==> src/rtl/mem_stage_pkg.sv <==
// -----------------------------------------------------------------------------
// mem_stage_pkg
// Shared definitions for the memory-access stage: memory operation codes,
// FSM state encoding, register-file bus types and access-size helpers.
// -----------------------------------------------------------------------------
package mem_stage_pkg;

    localparam int REG_BUS_W  = 32;
    localparam int REG_ADDR_W = 5;
    localparam int MEM_OPW    = 4;

    typedef logic [REG_BUS_W-1:0]  reg_bus_t;
    typedef logic [REG_ADDR_W-1:0] reg_addr_t;

    localparam reg_bus_t ZERO_WORD = '0;

    typedef enum logic [MEM_OPW-1:0] {
        MEM_NONE = 4'd0,
        LB       = 4'd1,
        LH       = 4'd2,
        LW       = 4'd3,
        LBU      = 4'd4,
        LHU      = 4'd5,
        SB       = 4'd6,
        SH       = 4'd7,
        SW       = 4'd8
    } mem_op_t;

    typedef enum logic [1:0] {
        IDLE    = 2'd0,
        ACCESS  = 2'd1,
        CAPTURE = 2'd2
    } state_t;

    // Byte counter within one access; a word needs four byte cycles.
    typedef logic [1:0] cnt_t;

    // Number of bytes moved by an operation; 0 for anything that is not a
    // load or store, so unknown encodings behave like MEM_NONE.
    function automatic logic [2:0] op_size(input mem_op_t op);
        case (op)
            LB, LBU, SB: op_size = 3'd1;
            LH, LHU, SH: op_size = 3'd2;
            LW, SW:      op_size = 3'd4;
            default:     op_size = 3'd0;
        endcase
    endfunction

    function automatic logic op_is_load(input mem_op_t op);
        op_is_load = (op inside {LB, LH, LW, LBU, LHU});
    endfunction

    function automatic logic op_is_store(input mem_op_t op);
        op_is_store = (op inside {SB, SH, SW});
    endfunction

    function automatic logic op_is_signed(input mem_op_t op);
        op_is_signed = (op inside {LB, LH});
    endfunction

endpackage

==> src/rtl/mem_stage_load_extend.sv <==
// -----------------------------------------------------------------------------
// mem_stage_load_extend
// Combinational sign/zero extension of an assembled little-endian load.
//   i_size   : bytes loaded (1, 2 or 4)
//   i_signed : 1 = sign-extend (LB/LH), 0 = zero-extend (LBU/LHU)
//   i_raw    : assembled bytes, byte 0 in bits [7:0]
//   o_data   : 32-bit register-file value
// -----------------------------------------------------------------------------
module mem_stage_load_extend
    import mem_stage_pkg::*;
(
    input  logic [2:0]  i_size,
    input  logic        i_signed,
    input  reg_bus_t    i_raw,
    output reg_bus_t    o_data
);

    always_comb begin
        case (i_size)
            3'd1:    o_data = {{24{i_signed & i_raw[7]}},  i_raw[7:0]};
            3'd2:    o_data = {{16{i_signed & i_raw[15]}}, i_raw[15:0]};
            default: o_data = i_raw;
        endcase
    end

endmodule

==> src/rtl/mem_stage.sv <==
// -----------------------------------------------------------------------------
// mem_stage
// RV32I memory-access pipeline stage. Moves one byte per cycle over a
// byte-wide single-port RAM, stalls upstream while busy, and drives the
// register-file write port from registers.
//   clk, rst                  : clock, synchronous active-high reset
//   in_valid .. in_sdata      : EX/MEM pipeline register contents
//   mem_a/mem_dout/mem_wr     : RAM address, write byte, write strobe
//   mem_din                   : RAM read byte, one cycle after its address
//   stall_req                 : upstream must hold EX/MEM contents
//   wb_we/wb_waddr/wb_wdata   : register-file write port
// -----------------------------------------------------------------------------
module mem_stage
    import mem_stage_pkg::*;
#(
    parameter int XLEN = 32,
    parameter int OPW  = 4
) (
    input  logic            clk,
    input  logic            rst,
    input  logic            in_valid,
    input  logic [OPW-1:0]  in_mem_op,
    input  logic            in_wreg,
    input  logic [4:0]      in_wd,
    input  logic [XLEN-1:0] in_wdata,
    input  logic [XLEN-1:0] in_addr,
    input  logic [XLEN-1:0] in_sdata,
    output logic [XLEN-1:0] mem_a,
    output logic [7:0]      mem_dout,
    output logic            mem_wr,
    input  logic [7:0]      mem_din,
    output logic            stall_req,
    output logic            wb_we,
    output logic [4:0]      wb_waddr,
    output logic [XLEN-1:0] wb_wdata
);

    state_t          r_state, w_state_nxt;
    cnt_t            r_cnt, w_cnt_nxt;
    mem_op_t         r_op;
    logic            r_wreg;
    logic [4:0]      r_wd;
    logic [XLEN-1:0] r_addr;
    logic [XLEN-1:0] r_sdata;
    logic [23:0]     r_lbuf;     // load bytes 0..2; the last byte is taken live
    logic            r_wb_we;
    logic [4:0]      r_wb_waddr;
    logic [XLEN-1:0] r_wb_wdata;

    mem_op_t         w_in_op;
    logic            w_in_is_mem;
    logic            w_accept;
    logic [2:0]      w_size;
    cnt_t            w_last_cnt;
    logic            w_is_store;
    reg_bus_t        w_raw;
    reg_bus_t        w_ext;

    assign w_in_op     = mem_op_t'(in_mem_op);
    assign w_in_is_mem = op_is_load(w_in_op) | op_is_store(w_in_op);
    assign w_accept    = (r_state == IDLE) && in_valid && w_in_is_mem;
    assign w_size      = op_size(r_op);
    assign w_last_cnt  = cnt_t'(w_size - 3'd1);
    assign w_is_store  = op_is_store(r_op);

    // NOTE: every combinational output gets a default before the case so no
    // path leaves a variable unassigned, which would otherwise infer a latch.
    always_comb begin
        w_state_nxt = r_state;
        w_cnt_nxt   = r_cnt;
        mem_a       = '0;
        mem_dout    = 8'h00;
        mem_wr      = 1'b0;
        stall_req   = 1'b0;
        case (r_state)
            IDLE: begin
                if (w_accept) begin
                    stall_req   = 1'b1;
                    w_state_nxt = ACCESS;
                    w_cnt_nxt   = '0;
                end
            end
            ACCESS: begin
                // Address wraps modulo 2^XLEN; no alignment check.
                mem_a     = r_addr + XLEN'(r_cnt);
                w_cnt_nxt = r_cnt + 2'd1;
                stall_req = 1'b1;
                if (w_is_store) begin
                    mem_wr   = 1'b1;
                    mem_dout = r_sdata[{r_cnt, 3'b000} +: 8];
                end
                if (r_cnt == w_last_cnt) begin
                    if (w_is_store) begin
                        // Final store byte: release upstream this cycle.
                        stall_req   = 1'b0;
                        w_state_nxt = IDLE;
                    end else begin
                        w_state_nxt = CAPTURE;
                    end
                end
            end
            CAPTURE: begin
                w_state_nxt = IDLE;
                w_cnt_nxt   = '0;
            end
            default: begin
                w_state_nxt = IDLE;
                w_cnt_nxt   = '0;
            end
        endcase
    end

    // Last load byte arrives during CAPTURE and is merged without a register.
    always_comb begin
        w_raw = {8'h00, r_lbuf};
        w_raw[{w_last_cnt, 3'b000} +: 8] = mem_din;
    end

    mem_stage_load_extend u_load_extend (
        .i_size   (w_size),
        .i_signed (op_is_signed(r_op)),
        .i_raw    (w_raw),
        .o_data   (w_ext)
    );

    // NOTE: sequential state uses non-blocking assignments so every register
    // samples pre-edge values and simulation matches the synthesized flops.
    always_ff @(posedge clk) begin
        if (rst) begin
            r_state <= IDLE;
            r_cnt   <= '0;
        end else begin
            r_state <= w_state_nxt;
            r_cnt   <= w_cnt_nxt;
        end
    end

    always_ff @(posedge clk) begin
        if (rst) begin
            r_op       <= MEM_NONE;
            r_wreg     <= 1'b0;
            r_wd       <= '0;
            r_wb_we    <= 1'b0;
            r_wb_waddr <= '0;
            r_wb_wdata <= ZERO_WORD;
        end else begin
            case (r_state)
                IDLE: begin
                    if (w_accept) begin
                        r_op    <= w_in_op;
                        r_wreg  <= in_wreg;
                        r_wd    <= in_wd;
                        r_wb_we <= 1'b0;
                    end else if (in_valid) begin
                        r_wb_we    <= in_wreg;
                        r_wb_waddr <= in_wd;
                        r_wb_wdata <= in_wdata;
                    end else begin
                        r_wb_we <= 1'b0;
                    end
                end
                CAPTURE: begin
                    r_wb_we    <= r_wreg;
                    r_wb_waddr <= r_wd;
                    r_wb_wdata <= w_ext;
                end
                default: r_wb_we <= 1'b0;
            endcase
        end
    end

    // NOTE: address, store data and the load buffer carry no reset: each is
    // written before it is read, and the control path above gates their use.
    always_ff @(posedge clk) begin
        if (w_accept) begin
            r_addr  <= in_addr;
            r_sdata <= in_sdata;
        end
        if (r_state == ACCESS && !w_is_store && r_cnt != 2'd0) begin
            r_lbuf[{r_cnt - 2'd1, 3'b000} +: 8] <= mem_din;
        end
    end

    assign wb_we    = r_wb_we;
    assign wb_waddr = r_wb_waddr;
    assign wb_wdata = r_wb_wdata;

endmodule

==> config.mk <==
export PLATFORM = sky130hd
export DESIGN_NAME = mem_stage
export DESIGN_NICKNAME = d
export VERILOG_FILES = /design/src/rtl/mem_stage_pkg.sv /design/src/rtl/mem_stage_load_extend.sv /design/src/rtl/mem_stage.sv
export SDC_FILE = /design/constraint.sdc
export NUM_CORES = 1
export LEC_CHECK = 0
export ABC_AREA = 1
export BUFFER_PORTS_ARGS = -buffer_cell sky130_fd_sc_hd__buf_4
export CAP_MARGIN = 20
export CORE_ASPECT_RATIO = 0.7
export CORE_MARGIN = 1.5
export CORE_UTILIZATION = 48
export CTS_CLUSTER_SIZE = 10
export DETAILED_ROUTE_END_ITERATION = 8
export PLACE_DENSITY = 0.77
export SETUP_SLACK_MARGIN = 0.1
export SLEW_MARGIN = 0
export SYNTH_ARGS = -nofsm -noshare
export SYNTH_HDL_FRONTEND = slang
export SYNTH_SLANG_ARGS = --single-unit
export TNS_END_PERCENT = 30
==> constraint.sdc <==
create_clock -name clk -period 2.8 [get_ports clk]
set_input_delay 0.56 -clock clk [delete_from_list [all_inputs] [get_ports clk]]
set_output_delay 0.56 -clock clk [all_outputs]
set_load 0.01 [all_outputs]
Word level (Yosys, flattened, before mapping). Memory sizes are Yosys's and may differ from the RTL's. A register that Yosys moved wholly into a read port is not among the register bits. Index checks and enable logic that the tools add are counted.

Register bits: 140. Bits in latches: 0. Memory bits (writable): 0. Bits in read-only memories: 48. Input port bits: 117. Output and inout port bits: 80. Word-level logic and storage cells: 92. Memories: 1.

Add/sub/neg operators: 6. Multipliers: 0. Divide/modulo/power cells: 0. Magnitude comparators: 0. Eq/ne operators: 22. Shift operators: 5. Multiplexer cells: 29. Bitwise gates (word level): 3. Reduce and logical (&&, ||, !) cells: 15.

Memory list: (name not given) (words 16, width 3, rd ports 1, clocked after memory_dff 1, write ports 0, line mem_stage_pkg.sv:41) `case (op)`.

Operators with widths (count): 32-bit case mux with 2 select lines (2); 32-bit 2-to-1 mux (3); 32-bit by 2-bit adder with 32-bit output (1); 32-bit bitwise mux (1); 8-bit by 7-bit variable shift with 32-bit output (first input constant) (1); 32-bit by 6-bit indexed part select with 8-bit output (1); 8-bit by 7-bit indexed part select with 32-bit output (1); 24-bit bitwise mux (1); 4-bit by 3-bit equality test with 1-bit output (second input constant) (6); 8-bit by 7-bit variable shift with 24-bit output (first input constant) (1); 8-bit by 7-bit indexed part select with 24-bit output (1); 8-bit 2-to-1 mux (2); 5-bit negation with 7-bit output (2); 4-bit by 2-bit equality test with 1-bit output (second input constant) (3); 5-bit 2-to-1 mux (2); 5-bit case mux with 2 select lines (1); 4-bit by 1-bit equality test with 1-bit output (second input constant) (2); 4-bit equality test (second input constant) (2); 2-bit 2-to-1 mux (4); 4-bit 2-to-1 mux (2); 2-bit inequality test (second input constant) (4); 2-bit case mux with 2 select lines (2); 1-bit 2-to-1 mux (7); 2-bit nonzero test (3); 17 further kinds (25).

Logic depth before layout (Yosys ltp).
Depth in word-level cells: 7. Gate-level depth with buffers: 12. Gate-level depth less buffers: 11.

Modules after synthesis. From an unflattened synthesis, not the netlist that was laid out.

Cell total of the unflattened synthesis: 961. Area total of the unflattened synthesis: 7642.3 um^2.

Modules (own cells, without submodules): mem_stage (times used 1, cells each 888, area each 7231.9 um^2, sequential area each 3743.6 um^2); mem_stage_load_extend (times used 1, cells each 73, area each 410.4 um^2, sequential area each 0.0 um^2).

Worst setup path after synthesis. OpenSTA, ideal clock, no wires.

Kind: input to register. Start point: input port in_mem_op[0]. End point: register r_addr[0], enable pin. Setup time: 0.423 ns. Data arrival time: 2.489 ns. Data required time: 2.377 ns. Slack: -0.112 ns. Stages: 6. Path buffers: 1. Cells stage by stage: nor2_2 nand3_1 nand2_2 nand2_2 buf_2 inv_1.

Longest elaborated chain between the ends: 4. Elaborated cells between the ends (all ways): 12. Those cells by class: eq/ne (8); bitwise (1); reduce/logical (3).

RTL lines: start, declared (line mem_stage.sv:22) `input logic [OPW-1:0] in_mem_op,`; 4-bit by 1-bit equality test with 1-bit output, or another cell as far along (line mem_stage_pkg.sv:50) `op_is_load = (op inside {LB, LH, LW, LBU, LHU});`; 5-bit nonzero test or 3-bit nonzero test (tied branches) (line mem_stage_pkg.sv:50, mem_stage_pkg.sv:54); 1-bit bitwise OR (*) (line mem_stage.sv:60) `assign w_in_is_mem = op_is_load(w_in_op) | op_is_store(w_in_op);`; 1-bit logical AND (*) (line mem_stage.sv:61) `assign w_accept = (r_state == IDLE) && in_valid && w_in_is_mem;`; net w_accept (line mem_stage.sv:52) `logic w_accept;`; end signal, assigned (line mem_stage.sv:176) `r_addr <= in_addr;`; end, declared (line mem_stage.sv:43) `logic [XLEN-1:0] r_addr;`.

Mark *: on every way through the listed nets, which the timed path passes. The rest lies on a longest branch. A chain may end at the register's enable or synchronous reset.

Worst setup path after layout.
Start point: register r_addr[1]. End point: output port mem_a[29].

Longest elaborated chain between the ends: 2.

RTL lines: 32-bit by 2-bit adder with 32-bit output (line mem_stage.sv:85) `mem_a = r_addr + XLEN'(r_cnt);`; 32-bit 2-to-1 mux (line mem_stage.sv:75) `case (r_state)`; end, declared (line mem_stage.sv:28) `output logic [XLEN-1:0] mem_a,`.

Every way passes these cells.

==> qor.csv <==
stage,metric,value,unit
setup_path,crit_required,2240,ps
run_status,violations,setup timing,
timing,setup_viol,1,
setup_path,cp_max_fo,4,
logic_synthesis,syn_inst,868,
timing,hold_viol,0,
detailed_routing,vias,6892,
pwr,intPower,4127,uW
pwr,switching_power,1594,uW
cells_and_area,layout-area-overhead-vs-synth,34.95,%
timing,timing.final.crit_share,100.9,%
timing,rsz0062_at_grt,true,
placement,numPortBuffers,196,
clock_network,clk_latency,420,ps
clock_network,cts_max_level,4,
timing,fmax,354.0,MHz
cells_and_area,finalNetCount,1212,
timing,max-slew-margin-rel,54.05,%
placement,hpwl,14890,um
floorplanning,die-area,0.01620,sq mm
min_path,min_to,r_addr[10],
detailed_routing,post-route-drc-count,0,
detailed_routing,first_pass_iters,6,
setup_path,rr_worst_depth,5,
global_route,grt_pass1_wl,32350,um
floorplanning,core_region_area,0.01491,sq mm
detailed_routing,vias_per_cell,5.334,
placement,place_congestion,0.9238,
run,cap_violations,0,
pwr,p_clk_share,38.9,%
pwr,powerDensity,572.4,mW/mm^2
cells_and_area,layout.cells.most_common,buf_4,
floorplanning,start_util,49.69,%
timing,maxSlewViolCount,0,
clock_network,cts_buffers,17,
pwr,p_leak,0.004229,uW
pwr,seqPwrFrac,43.0,%
logic_synthesis,synth.distinct_cells,40,
min_path,worstHoldPathCells,1,
logic_synthesis,netlist_area,0.007407,sq mm
global_route,antenna_found_initial,0,
global_route,overflow,0,
timing,finalWorstSetupSlack,-24.47,ps
setup_path,worstSetupStartpointType,flop,
pwr,switching_share,27.87,%
logic_synthesis,syn_nets,997,
pwr,finalPower,5721,uW
timing,worst_slew_pin_slew,686.7,ps
timing,finalCriticalPeriod,2824,ps
clock_network,cts_root_buffer,clkbuf_16,
detailed_routing,wl_per_cell,16.09,um
run_status,status,finished with violations,
logic_synthesis,synth_seq_cells,143,
cells_and_area,drive_gt1_share,32.94,%
min_path,hold_class,in -> reg,
timing,finalSetupTns,-24.47,ps
global_route,grt_use_total,25.94,%
global_route,grt_pass1_vias,6580,
pwr,peakVddDrop,455.5,uV
floorplanning,die_w,151.5,um
global_route,grt_max_degree,65,
setup_path,regToRegSetupSlack,590,ps
min_path,min_from,in_addr[10],
detailed_routing,drtIter0Drc,560,
setup_path,worst_ep_arrival_time,2260,ps
clock_network,clk_pin_slew,70,ps
pwr,power_frac_comb,18.1,%
logic_synthesis,ys_warn_count,0,
detailed_routing,routed_wl,20790,um
floorplanning,pin_count,197,
timing,fin_worst_skew,12.41,ps
detailed_routing,postRouteAntennaNets,0,
logic_synthesis,synth.avg_cell_area,8.534,sq um
cells_and_area,final_cell_mix,"buf_4, nand2_1, nor2_1, edfxtp_1, o21ai_0",
setup_path,timing.rr.start,r_cnt[0],
setup_path,reg2reg_to,r_lbuf[1],
floorplanning,rows,37,
clock_network,cts.sinks,143,
floorplanning,dieHeight,106.9,um
clock_network,tritoncts,yes,
clock_network,cts_buffer_depth,2,
setup_path,crit_type,reg -> out,
setup_path,endpoint_kind,output port,
logic_synthesis,synth_seq_area_share,50.54,%
-- how the worst max path moves through the flow --
stage / from / endpoint / slack (ps) / depth (start not counted)
floorplan: in_mem_op[0] / r_addr[0] / 240 / 7
global placement: r_addr[1] / mem_a[29] / 290 / 12
detailed placement: r_addr[0] / mem_a[30] / 210 / 10
CTS: r_addr[1] / mem_a[27] / 0.8 / 10
global route: r_addr[1] / mem_a[29] / -130 / 12
finish: r_addr[1] / mem_a[29] / -20 / 12
-- routing by layer --
layer  routed length (um)  up-vias  global-route usage (%)
met2                 9097      278                   38.47
met5                    0        -                       0
met3                 1968       24                   7.574
met4                  270        0                   6.935
li1                     -     3380                       -
met1                 9457     3210                   36.86
-- worst max-delay path: stages, from the launching register on --
cell	delay [ps]
edfxtp_1	410
ha_1	310
nand2_1	60
a21oi_2	180
inv_2	90
nor2_4	110
nand2_4	90
nor2_4	120
nand2_1	70
nand2_1	60
nand2_1	60
nor2_2	140
buf_6	130
-- sequential cells by signal, indices dropped and copies added, names as in the netlist --
name and flops:
r_lbuf 24, w_size 3, wb_we 1, r_wd 5
r_state 2, wb_wdata 32, r_addr 32, r_sdata 32
r_op 4, r_wreg 1, r_cnt 2, wb_waddr 5
-- kinds of logic (layout without fill, tap and decap cells) --
kind of cell    count (synthesis)  count (layout)  share of synthesized area, %
xor+xnor                       16              16                         1.892
buf+inv                       107             335                         6.182
fa+ha+maj                      12              12                         2.128
other cells                     0               1                             0
flops                         143             143                         50.54
compound gates                177             177                         13.26
simple gates                  413             413                         26.00
-- what timing repair did --
action | in CTS | in global routing
hold endpoints to repair | 0 | 0
gates resized for setup | 14 | 31
buffers inserted | 10 | 9
endpoints found under the setup margin | 25 | 34
hold buffers | 0 | 0
pin swaps | 4 | 12
-- power groups by stage --
stage          clock network, uW  registers (uW)  logic (uW)
6_report                    2230            2460        1030
5_1_grt                     2360            2470        1150
4_1_cts                     2250            2460        1020
3_5_place_dp                   0            2500        1000
3_3_place_gp                   0            2500         987
2_1_floorplan                  0            2510         559
-- final cells by class --
cell class	count	area, sq um
fill	1246	4911
inverter	71	275.3
timing repair buffer	232	1778
multi-input combinational	618	3378
clock buffer	19	432.9
clock inverter	13	140.1
antenna	1	2.502
sequential	143	3745
tap	195	244.0
-- metrics by stage --
step / utilization (%) / cells / area, sq um / worst slack, ps / hold WS, ps
global placement: 61.01 / 1240 / 9095 / 286.5 / 464.0
global route: 67.04 / 1291 / 9993 / -126.0 / 293.0
detailed placement: 61.01 / 1240 / 9095 / 213.0 / 473.2
floorplan: - / 868 / 7411 / 243.9 / 455.1
CTS: 65.78 / 1282 / 9806 / 0.8453 / 300.5
finish: 67.06 / 1292 / 9996 / -24.47 / 310.0
-- synthesized netlist by cell type --
| master | instances | area, sq um |
|---|---|---|
| nand3_4 | 1 | 17.52 |
| nor2_4 | 7 | 78.83 |
| nand3_1 | 41 | 205.2 |
| a311oi_1 | 1 | 8.760 |
| fa_1 | 1 | 20.02 |
| xor2_1 | 9 | 78.83 |
| nand4_1 | 5 | 31.28 |
| o21ai_1 | 25 | 125.1 |
| clkinv_1 | 1 | 3.750 |
| edfxtp_1 | 88 | 2643 |
| o22ai_1 | 9 | 56.30 |
| nor3_1 | 35 | 175.2 |
| nor3b_2 | 1 | 12.51 |
| a211oi_2 | 7 | 87.58 |
| a21oi_1 | 50 | 250.2 |
| nand2_2 | 3 | 18.77 |
| nor2_2 | 5 | 31.28 |
| a31oi_2 | 1 | 12.51 |
| dfxtp_1 | 55 | 1101 |
| a31oi_1 | 8 | 50.05 |
| nand2_4 | 3 | 33.78 |
| buf_6 | 4 | 45.04 |
| or2_1 | 1 | 6.260 |
| nand2_1 | 149 | 559.3 |
| nand3_2 | 9 | 90.09 |
| buf_2 | 12 | 60.06 |
| inv_2 | 13 | 48.80 |
| o21ai_0 | 73 | 365.4 |
| or2_2 | 15 | 93.84 |
| nor2_1 | 130 | 488.0 |
| nor3_4 | 1 | 16.27 |
| a21oi_2 | 3 | 26.28 |
| clkbuf_1 | 17 | 63.81 |
| inv_1 | 57 | 214.0 |
| nor3_2 | 4 | 40.04 |
| ha_1 | 11 | 137.6 |
| buf_4 | 3 | 22.52 |
| nor3b_1 | 2 | 15.01 |
| xnor2_1 | 7 | 61.31 |
| nand4_2 | 1 | 12.51 |
(Power assumes the default switching activity.)
